`src/rtl/debounce_pkg.sv`:
```
`default_nettype none
// +----------------------------------------------------------------------+
// | debounce_pkg : shared state encoding and width helper for debouncer  |
// | Revision     : 1.0                                                   |
// +----------------------------------------------------------------------+
package debounce_pkg;

  typedef enum logic [1:0] {
    S_LOW  = 2'd0,
    S_RISE = 2'd1,
    S_HIGH = 2'd2,
    S_FALL = 2'd3
  } state_t;

  // Ceiling log2; returns the bit count needed to index 'value' entries.
  function automatic int clog2(input int value);
    int r;
    r = 0;
    for (int i = 0; i < 31; i++) begin
      if ((1 << i) < value) begin
        r = i + 1;
      end
    end
    return r;
  endfunction

endpackage : debounce_pkg
`default_nettype wire

```
`src/rtl/sync_chain.sv`:
```
`default_nettype none
// +----------------------------------------------------------------------+
// | sync_chain : SYNC_STAGES-deep metastability synchronizer             |
// | Revision   : 1.0                                                     |
// +----------------------------------------------------------------------+
module sync_chain #(
  parameter int SYNC_STAGES = 2
) (
  input  logic CLK,
  input  logic reset,
  input  logic din,
  output logic dout
);

  logic [SYNC_STAGES-1:0] r_sync;

  always_ff @(posedge CLK) begin
    if (!reset) begin
      r_sync <= '0;
    end else begin
      r_sync <= {r_sync[SYNC_STAGES-2:0], din};
    end
  end

  assign dout = r_sync[SYNC_STAGES-1];

endmodule : sync_chain
`default_nettype wire

```
`src/rtl/debounce_edge_detect.sv`:
```
`default_nettype none
// +----------------------------------------------------------------------+
// | debounce_edge_detect : synchronizer, debouncer and rise/fall strobes |
// | Optional macro DEBOUNCE_TOGGLE_EN builds the toggle_q register.      |
// | Revision             : 1.0                                           |
// +----------------------------------------------------------------------+
module debounce_edge_detect
  import debounce_pkg::*;
#(
  parameter int SYNC_STAGES   = 2,
  parameter int STABLE_CYCLES = 8
) (
  input  logic CLK,
  input  logic reset,
  input  logic din,
  output logic q,
  output logic rise,
  output logic fall,
  output logic settling,
  output logic toggle_q
);

  localparam int c_cnt_w = clog2(STABLE_CYCLES + 1);
  localparam logic [c_cnt_w-1:0] c_cnt_last = c_cnt_w'(STABLE_CYCLES - 1);
  localparam logic [c_cnt_w-1:0] c_cnt_one  = c_cnt_w'(1);

  generate
    if (SYNC_STAGES < 2 || STABLE_CYCLES < 2) begin : g_param_check
      $error("debounce_edge_detect: SYNC_STAGES and STABLE_CYCLES must both be >= 2");
    end
  endgenerate

  logic w_din_s;

  sync_chain #(
    .SYNC_STAGES (SYNC_STAGES)
  ) u_sync_chain (
    .CLK   (CLK),
    .reset (reset),
    .din   (din),
    .dout  (w_din_s)
  );

  state_t               r_state;
  state_t               w_state_nxt;
  logic [c_cnt_w-1:0]   r_cnt;
  logic [c_cnt_w-1:0]   w_cnt_nxt;
  logic                 r_q;
  logic                 w_q_nxt;
  logic                 r_rise;
  logic                 w_rise_nxt;
  logic                 r_fall;
  logic                 w_fall_nxt;
  logic                 r_settling;
  logic                 w_settling_nxt;

  always_ff @(posedge CLK) begin
    if (!reset) begin
      r_state    <= S_LOW;
      r_cnt      <= '0;
      r_q        <= 1'b0;
      r_rise     <= 1'b0;
      r_fall     <= 1'b0;
      r_settling <= 1'b0;
    end else begin
      r_state    <= w_state_nxt;
      r_cnt      <= w_cnt_nxt;
      r_q        <= w_q_nxt;
      r_rise     <= w_rise_nxt;
      r_fall     <= w_fall_nxt;
      r_settling <= w_settling_nxt;
    end
  end

  // Any opposite sample while qualifying falls back to the stable state.
  always_comb begin
    w_state_nxt = r_state;
    w_cnt_nxt   = r_cnt;
    w_q_nxt     = r_q;
    w_rise_nxt  = 1'b0;
    w_fall_nxt  = 1'b0;
    unique case (r_state)
      S_LOW: begin
        if (w_din_s) begin
          w_state_nxt = S_RISE;
          w_cnt_nxt   = c_cnt_one;
        end
      end
      S_RISE: begin
        if (!w_din_s) begin
          w_state_nxt = S_LOW;
          w_cnt_nxt   = '0;
        end else if (r_cnt == c_cnt_last) begin
          w_state_nxt = S_HIGH;
          w_cnt_nxt   = '0;
          w_q_nxt     = 1'b1;
          w_rise_nxt  = 1'b1;
        end else begin
          w_cnt_nxt   = r_cnt + c_cnt_one;
        end
      end
      S_HIGH: begin
        if (!w_din_s) begin
          w_state_nxt = S_FALL;
          w_cnt_nxt   = c_cnt_one;
        end
      end
      S_FALL: begin
        if (w_din_s) begin
          w_state_nxt = S_HIGH;
          w_cnt_nxt   = '0;
        end else if (r_cnt == c_cnt_last) begin
          w_state_nxt = S_LOW;
          w_cnt_nxt   = '0;
          w_q_nxt     = 1'b0;
          w_fall_nxt  = 1'b1;
        end else begin
          w_cnt_nxt   = r_cnt + c_cnt_one;
        end
      end
      default: begin
        w_state_nxt = S_LOW;
        w_cnt_nxt   = '0;
        w_q_nxt     = 1'b0;
      end
    endcase
  end

  assign w_settling_nxt = (w_state_nxt == S_RISE) || (w_state_nxt == S_FALL);

  assign q        = r_q;
  assign rise     = r_rise;
  assign fall     = r_fall;
  assign settling = r_settling;

`ifdef DEBOUNCE_TOGGLE_EN
  logic r_toggle;

  // Flips on the same edge that raises the rise strobe.
  always_ff @(posedge CLK) begin
    if (!reset) begin
      r_toggle <= 1'b0;
    end else if (w_rise_nxt) begin
      r_toggle <= ~r_toggle;
    end
  end

  assign toggle_q = r_toggle;
`else
  assign toggle_q = 1'b0;
`endif

endmodule : debounce_edge_detect
`default_nettype wire
```
`config.mk`:
```
export PLATFORM = sky130hd
export DESIGN_NAME = debounce_edge_detect
export DESIGN_NICKNAME = d
export VERILOG_FILES = /design/src/rtl/debounce_pkg.sv /design/src/rtl/sync_chain.sv /design/src/rtl/debounce_edge_detect.sv
export SDC_FILE = /design/constraint.sdc
export NUM_CORES = 1
export LEC_CHECK = 0
export CORE_AREA = 2 2 39 41
export DETAILED_ROUTE_END_ITERATION = 12
export DIE_AREA = 0 0 41 43
export PLACE_DENSITY_LB_ADDON = 0.25
export SYNTH_ARGS = -nofsm -noshare
export SYNTH_HDL_FRONTEND = slang
export SYNTH_HIERARCHICAL = 1
export SYNTH_SLANG_ARGS = --single-unit
export TNS_END_PERCENT = 10
```
`constraint.sdc`:
```
create_clock -name CLK -period 1.6 [get_ports CLK]
set_clock_uncertainty 0.15 [all_clocks]
set_input_delay 0.32 -clock CLK [delete_from_list [all_inputs] [get_ports CLK]]
set_output_delay 0.32 -clock CLK [all_outputs]
set_load 0.02 [all_outputs]
```
==> out/qor.yml <==
cts.sinks: 12
cts.htree.levels: 1
status: "finished clean"
synth_top_area_frac: 0.4627
cap_viol_max_count: 0
die_x_um: 41
clk_path_buf_depth: 2
fp.dieH_um: 43
grt_pass1_vias: 354
synth_area_leaders: "dfxtp_1 (46%), and3_2 (4.3%), mux2i_1 (3.9%), xor2_2 (3.1%), buf_4 (2.9%)"
finalPower_mw: 0.5398
critical_path.endpoint_type: "flop"
grt_use_total: 0.1285
seq_area_frac_synth: 0.4627
cts_made_buffers: 3
setup_violations: 0
rows: 14
drt_first_pass_iters: 4
grt_max_degree: 11
clk_latency_ns: 0.28
nFillCells: 142
slew_viol_final: 0
power_frac_clock: 0.352
p_comb_frac: 0.070
postLayoutCellArea_um2: 616.8
grt_pass1_wl_mm: 1.462
ir_worst_vdd_mv: 0.4202
fin_crit_sh: 0.9180
wl_um: 896
p_leak_nw: 0.2831
ios: 8
wl_per_cell_um: 12.27
initial_core_util: 0.3752
postSynthCellCount: 48
final_cells: 73
power.internal_mw: 0.4121
grt_overflow: 0
avgSynthCellArea_um2: 10.82
power.switching_mw: 0.1277
core_area_mm2: 0.001384
cp.required_ns: 1.66
holdBufCountCts: 0
dp.cells: 70
clk_pin_slew_ns: 0.07
drc: 0
cts_tree: "built"
seqPwrFrac: 0.578
num-nets-final: 63
die-area_mm2: 0.001763
dp_hpwl_um: 627.8
syn_nets: 52
yosysTopAreaCell: "dfxtp_1"
hold_path.class: "reg2reg"
postPlaceCellArea_um2: 599.3
drive_gt1_frac: 0.2456
routed_via_density: 5.233
ys_warn_count: 6
synth_cell_types: 28
sw_frac_of_total: 0.2365
antenna_found_initial: 0
syn_to_final_growth_pct: 18.80
ant_nets: 0
hold_violations: 0
setup.worst_path.class: "reg2reg"
ys_ff_latch: 12
arrival_ns: 1.53
start_kind: "flop"
gp_congestion: 0.7556
whs_ns: 0.2871
finalSetupTns_ns: 0
path_max_fanout: 5
rsz0062_at_grt: "no"
powerDensity_mw_per_mm2: 875.0
synth_area_um2: 519.2
antenna_cells: 0
port_buffers: 6
cts_root_buf: "clkbuf_4"
min_period_ns: 1.469
vias: 382
clock.fmax_mhz: 680.9
drtIter0Drc: 3
==> final cells by class <==
cell class | count | area [um^2] | area share
repair buffers | 8 | 70.07 | 0.1136
inverters | 2 | 7.507 | 0.01217
well taps | 16 | 20.02 | 0.03245
multi-input cells | 32 | 256.5 | 0.4158
flip-flops and latches | 12 | 240.2 | 0.3895
clock buffers | 3 | 22.52 | 0.03651
==> Yosys cell counts <==
cell,count
nor2_1,1
nor3_1,1
dfxtp_1,12
o211a_1,1
xor2_2,1
o21ai_0,2
and3b_1,1
nor2b_1,1
and2b_2,1
nor3b_1,2
a21oi_1,1
inv_1,2
a31oi_1,1
mux2i_1,2
conb_1,1
o21a_1,1
and3_2,3
mux2_2,1
nand2b_1,1
buf_4,2
and4_2,1
and2_1,2
nor4b_2,1
nand4b_1,1
a211oi_2,1
nand3_1,2
o31a_1,1
ha_1,1
==> final timing paths <==
path                                  endpoint  slack, ns                              start  cells after the start
min          u_sync_chain/r_sync[1]$_SDFF_PN0_       0.29  u_sync_chain/r_sync[0]$_SDFF_PN0_                      1
max reg2reg              r_cnt[2]$_SDFFE_PN0P_       0.13              r_state[1]$_SDFF_PN0_                      3
min reg2reg  u_sync_chain/r_sync[1]$_SDFF_PN0_       0.29  u_sync_chain/r_sync[0]$_SDFF_PN0_                      1
max                      r_cnt[2]$_SDFFE_PN0P_       0.13              r_state[1]$_SDFF_PN0_                      3
==> layer usage <==
metal  wire length, um  GRT usage  up-vias
li1                  -          -      190
met2               404     0.1781       12
met5                 0          0        -
met1               398     0.1518      175
met4                42     0.1000        0
met3                52    0.04712        5
==> cell usage in the layout, fill, tap and decap left out, drive strengths merged <==
cell type / instances
and3: 3
clkbuf: 3
nand4b: 1
nor3b: 2
nor2b: 1
ha: 1
a31oi: 1
clkdlybuf4s50: 2
and4: 1
xor2: 1
nand2b: 1
mux2: 1
o21ai: 2
nor3: 1
a21oi: 1
inv: 2
o211a: 1
conb: 1
dlygate4sd2: 4
mux2i: 2
o31a: 1
buf: 2
and2b: 1
and3b: 1
a211oi: 1
nor2: 1
o21a: 1
dfxtp: 12
nand3: 2
and2: 2
nor4b: 1
==> flip-flops by register name (all words and copies together) (netlist names) <==
signal               cells
r_cnt                    4
r_state                  2
fall                     1
q                        1
settling                 1
rise                     1
u_sync_chain/r_sync      2
==> metrics by stage <==
| step | setup slack [ns] | util |
|---|---|---|
| after CTS | 0.1414 | 0.4458 |
| after global routing | 0.05116 | 0.4458 |
| after detailed placement | 0.07708 | 0.4331 |
| after global placement | 0.06126 | 0.4331 |
| after floorplan | 0.1408 | - |
| final | 0.1313 | 0.4458 |
==> cell families (layout without fill, tap and decap cells) <==
group | Yosys count | in the layout | share of synthesized area
XOR/XNOR | 1 | 1 | 0.03133
adder cells (fa/ha/maj) | 1 | 1 | 0.02409
other | 1 | 1 | 0.007222
AND/OR/NAND/NOR | 18 | 18 | 0.2554
multiplexers | 3 | 3 | 0.06024
buffers and inverters | 4 | 13 | 0.04337
AO/OA/AOI/OAI | 8 | 8 | 0.1157
flip-flops | 12 | 12 | 0.4626
==> what timing repair did <==
item,4_1_cts,5_1_grt
resized for setup,4,0
endpoints found under the setup margin,4,0
buffers inserted,0,0
==> worst max-delay path: stages, from the launching register on <==
cell      delay, ns
dfxtp_1        0.43
xor2_2         0.25
mux2_2         0.37
a211oi_2       0.20
==> power by group through the flow <==
stage / combinational (mW) / clock, mW / sequential (mW)
2_1_floorplan: 0.0208 / 0 / 0.321
4_1_cts: 0.0382 / 0.195 / 0.312
3_3_place_gp: 0.0399 / 0 / 0.319
6_report: 0.0377 / 0.190 / 0.312
3_5_place_dp: 0.0402 / 0 / 0.319
5_1_grt: 0.0416 / 0.203 / 0.313
Note: power is estimated with default switching activity, not from simulation.
==> variant: new RTL, config.mk and constraints unchanged <==
Set the parameter `STABLE_CYCLES` to 16 (it was 8).
--- a/src/rtl/debounce_edge_detect.sv
+++ b/src/rtl/debounce_edge_detect.sv
@@ -9,5 +9,5 @@
 #(
   parameter int SYNC_STAGES   = 2,
-  parameter int STABLE_CYCLES = 8
+  parameter int STABLE_CYCLES = 16
 ) (
   input  logic CLK,
Function: same outputs for any inputs over 10 cycles, from zero or initial values and one cycle with reset low; that may be too few to reach the edited logic, so the function may still have changed.
==> variant against the unedited design <==
- non-clock buffer count increased by 6
- final cell count increased by 29%
- routed wire length increased by 18%
- power increased by 11%
- via count increased by 27%
- count of clock-buffer cells in the layout increased by 1
- die area unchanged
- first-iteration DRC count increased by 33%
- synthesized area increased by 11%
- sequential cell count unchanged
- final area increased by 17%
- worst setup slack improved by 42 ps
==> variant: results (changes against the unedited design) <==
first-pass GRT wire length 1860 um (was 1460 um); flop2flop setup slack 180 ps (was 130 ps); Compound-Gate Fraction of Synth Area 0.172 (was 0.116); top cells by area, synth dfxtp_1 42%, and3_1 4.3%, nor2b_1 4.3% (was dfxtp_1 46%, and3_2 4.3%, mux2i_1 3.9%); layout cell share with drive strength beyond 1 0.218 (was 0.246); Critical Path Max Stage Delay 350 ps (was 430 ps); Post-Layout Cell Count 94 (was 73); clkbuf count 4 (was 3); status completed (unchanged); Fin Hold WS 288 ps (was 287 ps); Adder-Cell Fraction of Synth Area 0.0217 (was 0.0241); XOR/XNOR Fraction of Synth Area 0.0152 (was 0.0313); WL per Instance 11.2 um (was 12.3 um); Final HPWL DP 771 um (was 628 um); Max FO, Critical Path 3 (was 5); comb_multi_in 46 (was 32); DP Worst Slack 71.6 ps (was 77.1 ps); cells after synthesis 64 (was 48); Max Fclk 701 MHz (was 681 MHz); Non-clock buffer share 0.160 (was 0.114); vias in the first global route 443 (was 354); Final Power 0.599 mW (was 0.540 mW); VDD IR-drop max 0.000475 V (was 0.000420 V); syn_nets 68 (was 52); Via density 5.16 (was 5.23); Final #Nets 83 (was 63); First DRT Iteration DRCs 4 (was 3); fill count 127 (was 142); comb pwr 0.0476 mW (was 0.0377 mW); area of the multi-input gates 300 sq um (was 256 sq um); post-synthesis sequential area ratio 0.417 (was 0.463); Clock-cell share 0.0504 (was 0.0365); pwr/cell area 832 nW/um^2 (was 875 nW/um^2); multiplexer area fraction after synthesis 0 (was 0.0602); Regs by FF count r_cnt (5), r_state (2), u_sync_chain/r_sync (2) (was r_cnt (4), r_state (2), u_sync_chain/r_sync (2)); Switching Share 0.221 (was 0.237); Tot GR Track Use 0.160 (was 0.129); placed insts 90 (was 70)
## variant: routing by layer
| metal | up-vias | part of all wire | GRT usage |
|---|---|---|---|
| met3 | 2 | 0.063 | 0.0942 |
| met4 | 0 | 0.0095 | 0.0600 |
| li1 | 251 | - | - |
| met1 | 223 | 0.44 | 0.194 |
| met2 | 9 | 0.48 | 0.225 |
| met5 | - | 0 | 0 |
## variant: worst paths after layout
check                                          from                           endpoint  depth (start not counted)
setup reg to reg              r_cnt[0]$_SDFFE_PN0P_                    fall$_SDFF_PP0_                          4
hold / removal    u_sync_chain/r_sync[0]$_SDFF_PN0_  u_sync_chain/r_sync[1]$_SDFF_PN0_                          1
setup / recovery                     q$_SDFFE_PN0P_                                  q                          1
hold reg to reg   u_sync_chain/r_sync[0]$_SDFF_PN0_  u_sync_chain/r_sync[1]$_SDFF_PN0_                          1
